<file path="src/rtl/cfg_loader_pkg.sv">
`default_nettype none
// ============================================================================
//  Module   : cfg_loader_pkg
//  Purpose  : Shared types and constants for the SPI configuration loader:
//             write-FSM state encoding, FIFO entry layout and default
//             parameter values.
//  Revision : 1.0 - initial release
// ============================================================================
package cfg_loader_pkg;

   localparam int c_addr_w  = 4;
   localparam int c_data_w  = 8;
   localparam int c_entry_w = c_addr_w + c_data_w;   // {addr[3:0], data[7:0]}

   localparam int c_fifo_depth_def    = 4;
   localparam int c_strobe_cycles_def = 4;

   typedef enum logic [1:0] {
      ST_IDLE  = 2'd0,
      ST_SETUP = 2'd1,
      ST_HIGH  = 2'd2,
      ST_HOLD  = 2'd3
   } wr_state_t;

endpackage
`default_nettype wire

</file>
<file path="src/rtl/cfg_fifo.sv">
`default_nettype none
// ============================================================================
//  Module   : cfg_fifo
//  Purpose  : Synchronous FIFO with full/empty flags. A push into a full FIFO
//             is accepted when a pop happens in the same cycle; a push with
//             no room is silently ignored (the caller flags the drop).
//  Ports    : clk, reset       - clock, asynchronous active-high reset
//             push, push_data  - write request and entry
//             pop              - remove head (ignored when empty)
//             pop_data         - current head entry (valid when !empty)
//             full, empty      - occupancy flags
//  Revision : 1.0 - initial release
// ============================================================================
module cfg_fifo
   import cfg_loader_pkg::*;
#(
   parameter int DEPTH = c_fifo_depth_def,   // power of two, >= 2
   parameter int WIDTH = c_entry_w
) (
   input  logic             clk,
   input  logic             reset,
   input  logic             push,
   input  logic [WIDTH-1:0] push_data,
   input  logic             pop,
   output logic [WIDTH-1:0] pop_data,
   output logic             full,
   output logic             empty
);

   localparam int                 c_ptr_w    = $clog2(DEPTH);
   localparam logic [c_ptr_w:0]   c_full_cnt = DEPTH[c_ptr_w:0];

   logic [WIDTH-1:0]   r_mem [DEPTH];
   logic [c_ptr_w-1:0] r_wr_ptr;
   logic [c_ptr_w-1:0] r_rd_ptr;
   logic [c_ptr_w:0]   r_count;

   logic w_do_pop;
   logic w_do_push;

   assign empty    = (r_count == '0);
   assign full     = (r_count == c_full_cnt);
   assign pop_data = r_mem[r_rd_ptr];

   assign w_do_pop  = pop && !empty;
   // A pop in the same cycle frees the slot the push needs.
   assign w_do_push = push && (!full || w_do_pop);

   always_ff @(posedge clk) begin
      if (w_do_push) begin
         r_mem[r_wr_ptr] <= push_data;
      end
   end

   always_ff @(posedge clk or posedge reset) begin
      if (reset) begin
         r_wr_ptr <= '0;
         r_rd_ptr <= '0;
         r_count  <= '0;
      end else begin
         if (w_do_push) begin
            r_wr_ptr <= r_wr_ptr + 1'b1;
         end
         if (w_do_pop) begin
            r_rd_ptr <= r_rd_ptr + 1'b1;
         end
         case ({w_do_push, w_do_pop})
            2'b10:   r_count <= r_count + 1'b1;
            2'b01:   r_count <= r_count - 1'b1;
            default: r_count <= r_count;
         endcase
      end
   end

endmodule
`default_nettype wire

</file>
<file path="src/rtl/cfg_spi_loader.sv">
`default_nettype none
// ============================================================================
//  Module   : cfg_spi_loader
//  Purpose  : Receives configuration bytes from a host over SPI (mode 0,
//             MSB first), buffers them and replays each one to the synth
//             config port as a slow, fully-framed write strobe.
//             Frame = header byte (low nibble = start address) followed by
//             data bytes written to consecutive addresses (mod 16).
//  Ports    : clk, reset            - system clock, async active-high reset
//             spi_sclk/mosi/cs_n    - asynchronous SPI inputs
//             cfg_addr[3:0]         - config address ([0] = byte select)
//             cfg_data[7:0]         - config byte
//             cfg_strobe            - write strobe
//             busy                  - FIFO non-empty or write in progress
//             overflow              - sticky: a byte was dropped (FIFO full)
//  Revision : 1.0 - initial release
// ============================================================================
module cfg_spi_loader
   import cfg_loader_pkg::*;
#(
   parameter int FIFO_DEPTH    = c_fifo_depth_def,     // power of two, >= 2
   parameter int STROBE_CYCLES = c_strobe_cycles_def   // >= 3
) (
   input  logic                clk,
   input  logic                reset,
   input  logic                spi_sclk,
   input  logic                spi_mosi,
   input  logic                spi_cs_n,
   output logic [c_addr_w-1:0] cfg_addr,
   output logic [c_data_w-1:0] cfg_data,
   output logic                cfg_strobe,
   output logic                busy,
   output logic                overflow
);

   localparam int                 c_cnt_w    = $clog2(STROBE_CYCLES);
   localparam logic [c_cnt_w-1:0] c_cnt_last = c_cnt_w'(STROBE_CYCLES - 1);

   // ------------------------------------------------------------------
   // Input synchronizers; reset to the idle bus levels.
   // ------------------------------------------------------------------
   logic [1:0] r_sclk_sync;
   logic [1:0] r_mosi_sync;
   logic [1:0] r_cs_sync;
   logic       r_sclk_prev;
   logic       w_sclk_rise;

   always_ff @(posedge clk or posedge reset) begin
      if (reset) begin
         r_sclk_sync <= 2'b00;
         r_mosi_sync <= 2'b00;
         r_cs_sync   <= 2'b11;
         r_sclk_prev <= 1'b0;
      end else begin
         r_sclk_sync <= {r_sclk_sync[0], spi_sclk};
         r_mosi_sync <= {r_mosi_sync[0], spi_mosi};
         r_cs_sync   <= {r_cs_sync[0],   spi_cs_n};
         r_sclk_prev <= r_sclk_sync[1];
      end
   end

   assign w_sclk_rise = r_sclk_sync[1] && !r_sclk_prev;

   // ------------------------------------------------------------------
   // SPI receiver: bit counter, shift register, header/pointer tracking.
   // The push request is registered, so it lands the cycle after the
   // 8th sampling edge.
   // ------------------------------------------------------------------
   logic [2:0]           r_bit_cnt;
   logic [6:0]           r_shift;
   logic                 r_have_hdr;
   logic [c_addr_w-1:0]  r_ptr;
   logic                 r_push_req;
   logic [c_entry_w-1:0] r_push_entry;
   logic [7:0]           w_byte;

   assign w_byte = {r_shift, r_mosi_sync[1]};

   always_ff @(posedge clk or posedge reset) begin
      if (reset) begin
         r_bit_cnt    <= 3'd0;
         r_shift      <= 7'd0;
         r_have_hdr   <= 1'b0;
         r_ptr        <= '0;
         r_push_req   <= 1'b0;
         r_push_entry <= '0;
      end else begin
         r_push_req <= 1'b0;
         if (r_cs_sync[1]) begin
            // Deselect drops any partial byte and re-arms the header.
            r_bit_cnt  <= 3'd0;
            r_have_hdr <= 1'b0;
         end else if (w_sclk_rise) begin
            r_shift   <= w_byte[6:0];
            r_bit_cnt <= r_bit_cnt + 3'd1;
            if (r_bit_cnt == 3'd7) begin
               if (!r_have_hdr) begin
                  r_ptr      <= w_byte[3:0];
                  r_have_hdr <= 1'b1;
               end else begin
                  r_push_req   <= 1'b1;
                  r_push_entry <= {r_ptr, w_byte};
                  // Advances even if the FIFO later rejects this byte.
                  r_ptr        <= r_ptr + 1'b1;
               end
            end
         end
      end
   end

   // ------------------------------------------------------------------
   // Write buffer
   // ------------------------------------------------------------------
   logic [c_entry_w-1:0] w_fifo_head;
   logic                 w_fifo_full;
   logic                 w_fifo_empty;
   logic                 w_fifo_pop;

   cfg_fifo #(
      .DEPTH (FIFO_DEPTH),
      .WIDTH (c_entry_w)
   ) u_fifo (
      .clk       (clk),
      .reset     (reset),
      .push      (r_push_req),
      .push_data (r_push_entry),
      .pop       (w_fifo_pop),
      .pop_data  (w_fifo_head),
      .full      (w_fifo_full),
      .empty     (w_fifo_empty)
   );

   // ------------------------------------------------------------------
   // Write FSM
   // ------------------------------------------------------------------
   wr_state_t           r_state;
   wr_state_t           w_next_state;
   logic [c_cnt_w-1:0]  r_cnt;
   logic [c_cnt_w-1:0]  w_cnt_next;
   logic [c_addr_w-1:0] r_cfg_addr;
   logic [c_data_w-1:0] r_cfg_data;
   logic                r_cfg_strobe;
   logic                r_busy;
   logic                r_overflow;
   logic                w_strobe_d;
   logic                w_busy_d;

   // State register plus the registered outputs it drives.
   always_ff @(posedge clk or posedge reset) begin
      if (reset) begin
         r_state      <= ST_IDLE;
         r_cnt        <= '0;
         r_cfg_addr   <= '0;
         r_cfg_data   <= '0;
         r_cfg_strobe <= 1'b0;
         r_busy       <= 1'b0;
      end else begin
         r_state      <= w_next_state;
         r_cnt        <= w_cnt_next;
         r_cfg_strobe <= w_strobe_d;
         r_busy       <= w_busy_d;
         if (w_fifo_pop) begin
            {r_cfg_addr, r_cfg_data} <= w_fifo_head;
         end
      end
   end

   // Next-state logic; r_cnt times the HIGH and HOLD phases.
   always_comb begin
      w_next_state = r_state;
      w_cnt_next   = r_cnt;
      case (r_state)
         ST_IDLE: begin
            if (!w_fifo_empty) begin
               w_next_state = ST_SETUP;
            end
         end
         ST_SETUP: begin
            w_next_state = ST_HIGH;
            w_cnt_next   = '0;
         end
         ST_HIGH: begin
            if (r_cnt == c_cnt_last) begin
               w_next_state = ST_HOLD;
               w_cnt_next   = '0;
            end else begin
               w_cnt_next = r_cnt + 1'b1;
            end
         end
         ST_HOLD: begin
            if (r_cnt == c_cnt_last) begin
               w_next_state = ST_IDLE;
               w_cnt_next   = '0;
            end else begin
               w_cnt_next = r_cnt + 1'b1;
            end
         end
         default: begin
            w_next_state = ST_IDLE;
            w_cnt_next   = '0;
         end
      endcase
   end

   // Output decode; the strobe register follows the state being entered
   // so cfg_strobe is high exactly while the FSM sits in HIGH.
   always_comb begin
      w_fifo_pop = (r_state == ST_IDLE) && !w_fifo_empty;
      w_strobe_d = (w_next_state == ST_HIGH);
      w_busy_d   = (r_state != ST_IDLE) || !w_fifo_empty;
   end

   // Sticky drop flag: push with no room and no simultaneous pop.
   always_ff @(posedge clk or posedge reset) begin
      if (reset) begin
         r_overflow <= 1'b0;
      end else if (r_push_req && w_fifo_full && !w_fifo_pop) begin
         r_overflow <= 1'b1;
      end
   end

   assign cfg_addr   = r_cfg_addr;
   assign cfg_data   = r_cfg_data;
   assign cfg_strobe = r_cfg_strobe;
   assign busy       = r_busy;
   assign overflow   = r_overflow;

endmodule
`default_nettype wire

</file>
<file path="config.mk">
export PLATFORM = sky130hd
export DESIGN_NAME = cfg_spi_loader
export DESIGN_NICKNAME = d
export VERILOG_FILES = /design/src/rtl/cfg_loader_pkg.sv /design/src/rtl/cfg_fifo.sv /design/src/rtl/cfg_spi_loader.sv
export SDC_FILE = /design/constraint.sdc
export NUM_CORES = 1
export LEC_CHECK = 0
export ABC_AREA = 0
export CORE_ASPECT_RATIO = 0.75
export CORE_MARGIN = 3
export CORE_UTILIZATION = 32
export CTS_CLUSTER_SIZE = 20
export DETAILED_ROUTE_END_ITERATION = 7
export GPL_TIMING_DRIVEN = 0
export PLACE_DENSITY = 0.6
export SLEW_MARGIN = 30
export SYNTH_ARGS = -nofsm -noshare
export SYNTH_HDL_FRONTEND = slang
export SYNTH_SLANG_ARGS = --single-unit
</file>
<file path="constraint.sdc">
create_clock -name clk -period 2.7 [get_ports clk]
set_input_delay 0.27 -clock clk [delete_from_list [all_inputs] [get_ports clk]]
set_output_delay 0.27 -clock clk [all_outputs]
set_load 0.005 [all_outputs]
</file>
=== Word level (Yosys, flattened, before mapping) ===
Memories as Yosys holds them, arrays and structs flattened. A register that Yosys moved wholly into a read port is not among the register bits.
Index checks and enable logic that the tools add are counted.
W data, S select, Z words.

* Reduce and logical (&&, ||, !) cells: 24
* Add/sub/neg operators: 7
* Bitwise operators: 1
* Multiplexer cells: 19
* Equal/unequal tests: 9

{| class="wikitable"
|+ Operator list
! cell !! number
|-
| $eq A2 B2 Y1 const B || 5
|-
| $reduce_bool A2 Y1 || 5
|-
| $mux W1 || 9
|-
| $mux W2 || 4
|-
| $pmux W2 S4 || 1
|-
| $add A2 B1 Y2 const B || 3
|-
| $add A3 B1 Y3 const B || 2
|-
| $eq A3 B3 Y1 const B || 2
|-
| $logic_and A1 B1 Y1 || 6
|-
| $mux W3 || 2
|-
| $pmux W3 S2 || 1
|-
| $add A4 B1 Y4 const B || 1
|-
| $eq A2 B1 Y1 const B || 2
|-
| $logic_not A1 Y1 || 4
|-
| $mux W4 || 1
|-
| $pmux W2 S2 || 1
|-
| $reduce_and A2 Y1 || 2
|-
| $reduce_and A4 Y1 || 1
|-
| $logic_not A3 Y1 || 1
|-
| $reduce_and A3 Y1 || 1
|-
| $sub A3 B1 Y3 const B || 1
|-
| $logic_not A2 Y1 || 1
|-
| $logic_or A1 B1 Y1 || 2
|-
| $reduce_or A2 Y1 || 1
|-
| $not A1 Y1 || 1
|}

* Memories: 1
* Memory bits (writable): 48
* Bits of input ports: 5
* Bits in registers: 49
* Word-level logic and storage cells: 79

{| class="wikitable"
|+ Memory list
! memory !! words !! bits a word !! read ports !! clocked after memory_dff !! write ports !! line !! text
|-
| u_fifo.r_mem || 4 || 12 || 1 || 1 || 1 || cfg_fifo.sv:33 || <nowiki>logic [WIDTH-1:0] r_mem [DEPTH];</nowiki>
|}

=== Logic depth before layout (Yosys ltp) ===
Gate-level depths: netlist of run 1.

* Depth in word-level cells: 8
* Depth in mapped cells: 9
* Mapped depth without buffers: 8

=== Hierarchy ===
Synthesis of run 1 repeated with hierarchy kept, for this count alone.

* Cells, all modules: 246
* Area total of the unflattened synthesis: 4325.4 µm²

{| class="wikitable"
|+ Modules (own cells, without submodules)
! module !! cells each !! area an instance (µm²) !! times used
|-
| cfg_fifo || 102 || 2170.8 || 1
|-
| cfg_spi_loader || 144 || 2154.6 || 1
|}

=== Least setup slack after synthesis of run 1 ===
Ideal clock, no wire load.

* Path type: flip-flop to flip-flop
* Start point: register u_fifo.r_count[0]
* End point: register u_fifo.r_count[2]
* Required time: 2.575 ns
* Buffers on the path: 1
* Clock period less this slack: 2.077 ns
* Arrival time: 1.952 ns
* Cell stages (with the launch flop): 9
* Slack: 0.623 ns
* Setup time: 0.125 ns
* Cells stage by stage: dfrtp_1 nor3_2 nor3_4 buf_4 ha_1 fa_1 xnor2_1 nor2_1 xor2_1

* Word-level cells in the longest chain between the ends: 8
* Elaborated cells on any way between the ends: 14
* Those cells by class: 2 x add/sub; 3 x eq/ne; 1 x mux; 8 x reduce/logical

{| class="wikitable"
|+ Ends and longest elaborated chain
! element !! line !! text
|-
| from (decl) || cfg_fifo.sv:36 || <nowiki>logic [c_ptr_w:0] r_count;</nowiki>
|-
| from (signal assigned) || cfg_fifo.sv:68 || <nowiki>2'b10: r_count <= r_count + 1'b1;</nowiki>
|-
| from (signal assigned) || cfg_fifo.sv:69 || <nowiki>2'b01: r_count <= r_count - 1'b1;</nowiki>
|-
| from (signal assigned) || cfg_fifo.sv:70 || <nowiki>default: r_count <= r_count;</nowiki>
|-
| $logic_not A3 Y1 (*) || cfg_fifo.sv:41 || <nowiki>assign empty = (r_count == '0);</nowiki>
|-
| $logic_not A1 Y1 (*) || cfg_spi_loader.sv:208 || <nowiki>w_fifo_pop = (r_state == ST_IDLE) && !w_fifo_empty;</nowiki>
|-
| $logic_and A1 B1 Y1 (*) || cfg_spi_loader.sv:208 ||
|-
| named net u_fifo.pop || cfg_fifo.sv:24 || <nowiki>input logic pop,</nowiki>
|-
| $logic_and A1 B1 Y1 (*) || cfg_fifo.sv:45 || <nowiki>assign w_do_pop = pop && !empty;</nowiki>
|-
| $logic_or A1 B1 Y1 || cfg_fifo.sv:47 || <nowiki>assign w_do_push = push && (!full || w_do_pop);</nowiki>
|-
| $logic_and A1 B1 Y1 || cfg_fifo.sv:47 ||
|-
| $eq A2 B1 Y1 / $eq A2 B2 Y1 (equally long branches) || cfg_fifo.sv:67 || <nowiki>case ({w_do_push, w_do_pop})</nowiki>
|-
| $pmux W3 S2 / $reduce_bool A2 Y1 (equally long branches) || - ||
|}

The timed path passes the listed nets; every way through them passes the cells marked *.
A chain may end at the register's enable or synchronous reset.

=== Worst setup path in the final report of run 1 ===
Same ends and word-level chain as after synthesis.

==> flow_metrics.tcl, run 1 <==
set metrics [dict create \
    die_area_sq_um 14900 \
    final_net_count 287 \
    postCtsSetupBuffers 0 \
    cts_sinks 109 \
    vdd_drop_max_mv 0.337 \
    period_share_pct 83.7 \
    synth_edf_count 48 \
    fp-row-count 36 \
    antenna_found_initial 0 \
    min_period_ps 2260 \
    filler_cell_count 1181 \
    slew_violations 0 \
    synth_ff_type "dfrtp_1" \
    synth_top_family_by_area "multiplexers" \
    ctsHoldBuffers 0 \
    cap_violations 0 \
    yosysWarnings 0 \
    synthMuxAreaShare_pct 16.9 \
    hold_path_class "in -> async" \
    cts-resized-gates 0 \
    required_ps 2960 \
    cts_max_level 3 \
    synth_simple_gate_area_share_pct 4.94 \
    post_drt_wl_per_cell_um 14.6 \
    via_per_inst 4.42 \
    outcome "completed" \
    syn_nets 256 \
    die_h_um 106 \
    synth_fa_ha_area_share_pct 3.08 \
    coreArea_sq_um 13100 \
    grt.total_usage_pct 9.68 \
    critPathLaunchType "register" \
    initial_core_util_pct 33.0 \
    synth_compound_area_share_pct 2.00 \
    netlist_area_sq_um 4310 \
    drive_gt1_share_pct 27.1 \
    cts_buffer_depth 2 \
    first_pass_iters 4 \
    synth_xor_area_share_pct 1.63 \
    dr_total_vias 1982 \
    port_buffers 19 \
    setup_tns_ps 0 \
    finClkSkew_ps 11.6 \
    layout_common_cells "dfrtp_1 (59), edfxtp_1 (48), mux2_2 (25)" \
    grt_pass1_vias 2039 \
    grt_max_degree 40 \
    rr_startpoint "u_fifo.r_count[0]$_DFFE_PP0P_" \
    ctsRootBufferMaster "clkbuf_16" \
    clk_latency_ps 340 \
    grt_overflow 0 \
    layout_commonest_cell "dfrtp_1" \
    whs_ps 236 \
    cts_tree "built" \
    end_kind "register" \
    async_reset_ff_share_pct 56.0 \
    ys_seq_elements 109 \
    post_synth.cell_area_avg_sq_um 17.9 \
    ios 20 \
    routabilityCongestion 0.733 \
    path_clk_slew_ps 70 \
    diodes 0 \
    rsz0062_at_grt "false" \
    rrSetupSlack_ps 440 \
    crit_fanout 10 \
    ys_seq_area_share_pct 68.9 \
    drc 0 \
    clock.fmax_ghz 0.443 \
    startpoint "u_fifo.r_count[0]$_DFFE_PP0P_" \
    numCtsBuffers 9 \
    arrival_ps 2520 \
    routed_wl_um 6530 \
    antenna_left 0 \
    synthToLayoutAreaGrowth_pct 16.7 \
    hold_viol 0 \
    synth_cell_type_count 42 \
    netlist_instances 241 \
    path_class "reg -> reg" \
    dp_hpwl_um 4320 \
    worstMarginPinSlew_ps 689 \
    fp.dieW_um 140 \
    cellLeakagePower_nw 2.20 \
    first_iter_violations 125 \
    slew_headroom_pct 54.0 \
    grt_pass1_wl_um 11000 \
    setup_viol 0 \
    powerDensity_nw_per_um2 663 \
]
-- worst paths after layout --
path | to | cells past startpoint
setup / recovery | u_fifo.r_count[2]$_DFFE_PP0P_ | 8
hold / removal | cfg_data[0]$_DFFE_PP0P_ | 2
setup reg to reg | u_fifo.r_count[2]$_DFFE_PP0P_ | 8
hold reg to reg | r_mosi_sync[1]$_DFF_PP0_ | 0
max in group asynchronous | r_cs_sync[1]$_DFF_PP1_ | 3
min in group clk | r_cs_sync[0]$_DFF_PP1_ | 1
-- kinds of logic after synthesis --
kind of cell	Yosys count
DFF	109
muxes	49
and+or+nand+nor	33
buffers and inverters	19
AOI/OAI and AO/OA	13
adders and majority gates	10
xor gates and xnor gates	8
-- critical path, stage by stage, from the launching register on --
cell,delay [ps]
dfrtp_1,460
nor3_2,320
nor3_4,110
buf_4,220
ha_1,240
fa_1,440
xnor2_1,130
nor2_1,110
xor2_1,150
-- cells in the mapped netlist (2+ instances only) --
library cell,instances,area (sq um)
mux2_4,8,120
mux2i_1,4,40.0
nor2_1,6,22.5
dfrtp_1,59,1480
o21ai_0,5,25.0
dfstp_2,2,52.6
xnor2_1,4,35.0
mux4_2,8,180
ha_1,9,113
buf_2,5,25.0
edfxtp_1,48,1440
nand2_1,5,18.8
mux4_1,4,105
nor3_1,4,20.0
and2_1,4,25.0
a22o_1,2,17.5
xor2_1,4,35.0
buf_4,2,15.0
inv_1,8,30.0
mux2_2,25,282
nor2b_1,4,25.0
-- report_power, final --
group / total [mW] / leakage [nW] / switching, mW / internal (mW)
clock: 1.29 / 0.137 / 0.570 / 0.718
sequential: 1.86 / 1.35 / 0.0564 / 1.80
combinational: 0.187 / 0.713 / 0.0550 / 0.132
-- sequential cells by signal (all words and copies together), names as in the netlist, 3 cells and up --
signal and cells:
u_fifo.r_count 3, u_fifo.r_mem 48, r_bit_cnt 3, r_shift 7, r_ptr 4, r_push_entry 12, cfg_addr 4, cfg_data 8
-- per-stage QoR --
| step | worst slack, ps | power (mW) | cell area (sq um) | cells | util [%] |
|---|---|---|---|---|---|
| 5_1_grt | 276 | 3.47 | 5030 | 448 | 38.5 |
| 2_1_floorplan | 623 | 1.98 | 4310 | 241 | - |
| 6_report | 441 | 3.33 | 5030 | 448 | 38.5 |
| 3_5_place_dp | 410 | 2.09 | 4740 | 432 | 36.3 |
| 3_3_place_gp | -256 | 2.08 | 4710 | 431 | 36.1 |
| 4_1_cts | 394 | 3.38 | 5030 | 448 | 38.5 |
-- cell type report --
| class | count | area, sq um | area share (%) |
|---|---|---|---|
| clock buffer | 10 | 229 | 4.55 |
| tap | 171 | 214 | 4.26 |
| clock inverter | 6 | 62.6 | 1.24 |
| buffer | 11 | 80.1 | 1.59 |
| inverter | 8 | 32.5 | 0.647 |
| multi-input combinational | 113 | 1230 | 24.4 |
| timing repair buffer | 20 | 210 | 4.18 |
| sequential | 109 | 2970 | 59.1 |
-- per-layer routing --
metal  GRT usage [%]  wire length, um  part of all wire [%]
met4            3.94               97                   1.5
met1            13.1             3200                    49
met5               0                0                     0
met3            2.97              217                   3.3
met2            14.6             3020                    46
No activity file was read; power rests on OpenSTA's default activity.
==> run 2: changes to the inputs <==
==> constraint.sdc (replaced) <==
create_clock -name clk -period 2.3 [get_ports clk]
set_input_delay 0.23 -clock clk [delete_from_list [all_inputs] [get_ports clk]]
set_output_delay 0.23 -clock clk [all_outputs]
set_load 0.005 [all_outputs]
==> flow_metrics.tcl, run 2 (synthesized netlist as in run 1, its figures left out) <==
set metrics [dict create \
    outcome "completed" \
    largest_reg_flops 48 \
    rrSetupSlack_ps 130 \
    finClkSkew_ps 11.6 \
    routabilityCongestion 0.733 \
    slew_violations 0 \
    crit_fanout 10 \
    synthToLayoutAreaGrowth_pct 17.2 \
    dp_cells 432 \
    cellLeakagePower_nw 2.22 \
    multi_input_area_sq_um 1230 \
    min_period_ps 2170 \
    clock.fmax_ghz 0.461 \
    grt_pass1_vias 2048 \
    filler_cell_count 1181 \
    pwr-share-comb_pct 5.6 \
    hold_viol 0 \
    cts_tree "built" \
    antenna_left 0 \
    port_buffers 19 \
    die_area_sq_um 14900 \
    dr_total_vias 1985 \
    grt.total_usage_pct 9.71 \
    ios 20 \
    period_share_pct 94.4 \
    post_drt_wl_per_cell_um 14.6 \
    routed_wl_um 6560 \
    initial_core_util_pct 33.0 \
    regArea_sq_um 2970 \
    grt_max_degree 40 \
    ctsRootBufferMaster "clkbuf_16" \
    worstMarginPinSlew_ps 688 \
    grt_overflow 0 \
    p_switching_uw 799 \
    required_ps 2560 \
    clockPowerShare_pct 38.6 \
    regMostFlops "u_fifo.r_mem" \
    grt_pass1_wl_um 11100 \
    coreArea_sq_um 13100 \
    end_kind "register" \
    powerDensity_nw_per_um2 775 \
    cts_sinks 109 \
    swShare_pct 20.4 \
    fp.dieW_um 140 \
    antenna_found_initial 0 \
    final_net_count 289 \
    via_per_inst 4.41 \
    die_h_um 106 \
    slew_headroom_pct 54.1 \
    first_iter_violations 113 \
    cts_max_level 3 \
    path_clk_slew_ps 70 \
    layout_common_cells "dfrtp_1 (59), edfxtp_1 (48), mux2_2 (25)" \
    cap_violations 0 \
    dp_hpwl_um 4320 \
    setup_viol 0 \
    final_cells 450 \
    clk_latency_ps 340 \
    vdd_drop_max_mv 0.395 \
    numCtsBuffers 9 \
    p_int_mw 3.11 \
    drc 0 \
    layout_commonest_cell "dfrtp_1" \
    diodes 0 \
    path_class "reg -> reg" \
    critPathLaunchType "register" \
    arrival_ps 2430 \
    drive_gt1_share_pct 27.6 \
    first_pass_iters 4 \
    seqPwrFrac_pct 55.8 \
    fp-row-count 36 \
    finalPower_mw 3.91 \
    cts_buffer_depth 2 \
    hold_path_class "in -> async" \
]
-- run 2: worst max-delay path: stages (launching register included) --
cell     delay, ps
dfrtp_1        470
nor3_4         270
nor3_4          70
buf_4          210
ha_1           240
fa_1           440
xnor2_1        130
nor2_1         110
xor2_1         150
-- run 2: final cells by class --
class,count,share of cell area (%)
clock buffers,10,4.54
inverters,8,0.644
well taps,171,4.24
clock inverters,6,1.24
flip-flops and latches,109,58.8
multi-input cells,113,24.5
repair buffers,22,4.46
plain buffers,11,1.59
-- run 2: power by group through the flow --
stage                     registers, mW  logic [mW]  clock network (mW)
final                              2.18       0.220                1.51
after global routing               2.20       0.242                1.64
after CTS                          2.19       0.227                1.55
after detailed placement           2.23       0.226                   0
after global placement             2.22       0.217                   0
after floorplan                    2.21       0.120                   0
-- run 2: final timing paths --
| check | startpoint | end | cells past startpoint |
|---|---|---|---|
| worst max register to register | u_fifo.r_count[0]$_DFFE_PP0P_ | u_fifo.r_count[2]$_DFFE_PP0P_ | 8 |
| worst min-delay path | reset | cfg_data[0]$_DFFE_PP0P_ | 2 |
| min in group clk | spi_cs_n | r_cs_sync[0]$_DFF_PP1_ | 1 |
| worst min register to register | r_mosi_sync[0]$_DFF_PP0_ | r_mosi_sync[1]$_DFF_PP0_ | 0 |
| worst max-delay path | u_fifo.r_count[0]$_DFFE_PP0P_ | u_fifo.r_count[2]$_DFFE_PP0P_ | 8 |
| max in group asynchronous | reset | r_cs_sync[1]$_DFF_PP1_ | 3 |
-- run 2: through the flow --
stage	util, %	hold slack [ps]	setup WS, ps	area, sq um	TNS [ps]
after floorplan	-	234	223	4310	0
after global placement	36.1	333	-616	4710	-36180
after detailed placement	36.3	335	10.5	4740	0
after CTS	38.5	214	11.9	5030	0
after global routing	38.6	226	-1.26	5050	-1.26
final	38.6	195	129	5050	0
-- run 2: metal layers --
layer	share of wire (%)	GRT usage, %	up-vias
li1	-	-	954
met5	0	0	-
met1	49	13.1	996
met2	47	14.7	24
met3	3.3	2.97	11
met4	1.5	3.94	0
-- run 2: timing repair --
item | 4_1_cts | 5_1_grt
gates cloned | 0 | 0
buffers inserted | 0 | 2
hold buffers | 0 | 0
pin swaps | 0 | 1
endpoints found under the hold margin | 0 | 0
resized for setup | 1 | 0
setup endpoints to repair | 1 | 2
==> run 3: changes to the inputs <==
--- a/config.mk
+++ b/config.mk
@@ -9,10 +9,10 @@
 export CORE_ASPECT_RATIO = 0.75
 export CORE_MARGIN = 3
 export CORE_UTILIZATION = 32
-export CTS_CLUSTER_SIZE = 20
+export CTS_CLUSTER_SIZE = 12
 export DETAILED_ROUTE_END_ITERATION = 7
 export GPL_TIMING_DRIVEN = 0
-export PLACE_DENSITY = 0.6
+export PLACE_DENSITY_LB_ADDON = 0.12
 export SLEW_MARGIN = 30
 export SYNTH_ARGS = -nofsm -noshare
 export SYNTH_HDL_FRONTEND = slang
==> flow_metrics.tcl, run 3 (synthesized netlist as in run 1, its figures left out) <==
set metrics [dict create \
    filler_cell_count 1223 \
    grt_max_degree 37 \
    layout_commonest_cell "dfrtp_1" \
    rsz0062_at_grt "false" \
    synthToLayoutAreaGrowth_pct 16.8 \
    rrSetupSlack_ps 140 \
    path_class "reg -> reg" \
    ios 20 \
    dp_hpwl_um 4470 \
    hold_viol 0 \
    die_h_um 106 \
    port_buffers 19 \
    end_kind "register" \
    dpl_cell_area_sq_um 4740 \
    dp_cells 432 \
    multi_input_area_sq_um 1230 \
    clk_latency_ps 340 \
    post_drt_wl_per_cell_um 14.8 \
    routabilityCongestion 0.715 \
    diodes 0 \
    crit_fanout 10 \
    seqPwrFrac_pct 56.7 \
    clockPowerShare_pct 37.6 \
    p_switching_uw 830 \
    die_area_sq_um 14900 \
    fp.dieW_um 140 \
    whs_ps 271 \
    setup_viol 0 \
    initial_core_util_pct 33.0 \
    first_iter_violations 73 \
    cellLeakagePower_nw 2.22 \
    path_clk_slew_ps 80 \
    startpoint "u_fifo.r_count[0]$_DFFE_PP0P_" \
    grt.total_usage_pct 9.87 \
    via_per_inst 4.40 \
    utilization_pct 38.5 \
    finalPower_mw 3.85 \
    hold_path_class "in -> async" \
    outcome "completed" \
    coreArea_sq_um 13100 \
    grt_overflow 0 \
    cap_violations 0 \
    regArea_sq_um 2970 \
    period_share_pct 93.7 \
    dp_slack_ps 7.37 \
    final_net_count 289 \
    drc 0 \
    worstMarginPinSlew_ps 667 \
    swShare_pct 21.6 \
    required_ps 2570 \
    first_pass_iters 4 \
    antenna_left 0 \
    min_period_ps 2160 \
    vdd_drop_max_mv 0.426 \
    pwr-share-comb_pct 5.7 \
    cts_sinks 109 \
    numCtsBuffers 9 \
    largest_reg_flops 48 \
    regMostFlops "u_fifo.r_mem" \
    crit_chain "nor3_4 > nor3_4 > buf_4 > ha_1 > fa_1 > xnor2_1 > nor2_1 > xor2_1" \
    dr_total_vias 1982 \
    final_cells 450 \
    critPathLaunchType "register" \
    routed_wl_um 6640 \
    finClkSkew_ps 9.81 \
    ctsRootBufferMaster "clkbuf_16" \
    grt_pass1_wl_um 11300 \
    slew_headroom_pct 55.5 \
    cts_tree "built" \
    cts_buffer_depth 2 \
    slowest_delay_ps 480 \
    ctsHoldBuffers 0 \
    layout_common_cells "dfrtp_1 (59), edfxtp_1 (48), mux2_2 (25)" \
    drive_gt1_share_pct 28.0 \
    setup_tns_ps 0 \
    arrival_ps 2430 \
    cpMostUsedCell "nor3_4" \
    worst_slack_ps 144 \
    antenna_found_initial 0 \
    stdcell_area_sq_um 5030 \
    clock.fmax_ghz 0.464 \
    crit_slowest_cell "dfrtp_1" \
    cts_max_level 3 \
    rr_startpoint "u_fifo.r_count[0]$_DFFE_PP0P_" \
    fp-row-count 36 \
    powerDensity_nw_per_um2 764 \
    slew_violations 0 \
    p_int_mw 3.02 \
    grt_pass1_vias 2060 \
]
run 3: layer usage:
metal	track usage [%]	share of wire (%)	vias to the layer above
li1	-	-	953
met1	14.0	52	992
met2	14.1	43	30
met3	3.10	3.6	7
met4	3.94	1.6	0
met5	0	0	-
run 3: power by group through the flow:
stage               sequential (mW)  combinational (mW)  clock, mW
finish                         2.18               0.219       1.45
global route                   2.20               0.241       1.57
CTS                            2.19               0.225       1.50
detailed placement             2.23               0.225          0
global placement               2.23               0.218          0
floorplan                      2.21               0.120          0
run 3: timing repair:
action	CTS	global route
buffers inserted	0	2
resized for setup	1	0
pin swaps	0	2
setup endpoints to repair	1	2
run 3: area by class of cell:
cell class | count | share of cell area, %
Clock inverter | 6 | 0.920
Buffer | 11 | 1.59
Sequential cell | 109 | 59.0
Multi-Input combinational cell | 113 | 24.5
Clock buffer | 10 | 4.55
Timing Repair Buffer | 22 | 4.48
Tap cell | 171 | 4.25
Inverter | 8 | 0.646
run 3: path summary, 6_finish.rpt:
check,end,depth (start not counted)
max in group asynchronous,u_fifo.r_rd_ptr[0]$_DFFE_PP0P_,3
setup / recovery,u_fifo.r_count[2]$_DFFE_PP0P_,8
hold / removal,u_fifo.r_wr_ptr[1]$_DFFE_PP0P_,2
min in group clk,r_cs_sync[0]$_DFF_PP1_,1
hold reg to reg,r_sclk_sync[1]$_DFF_PP0_,0
setup reg to reg,u_fifo.r_count[2]$_DFFE_PP0P_,8
run 3: worst max-delay path, delay by kind of cell, from the launching register on:
kind	cells	cell delay, ps
fa+ha+maj	2	670
flops	1	480
simple gates	3	460
xor+xnor	2	280
buf+inv	1	200
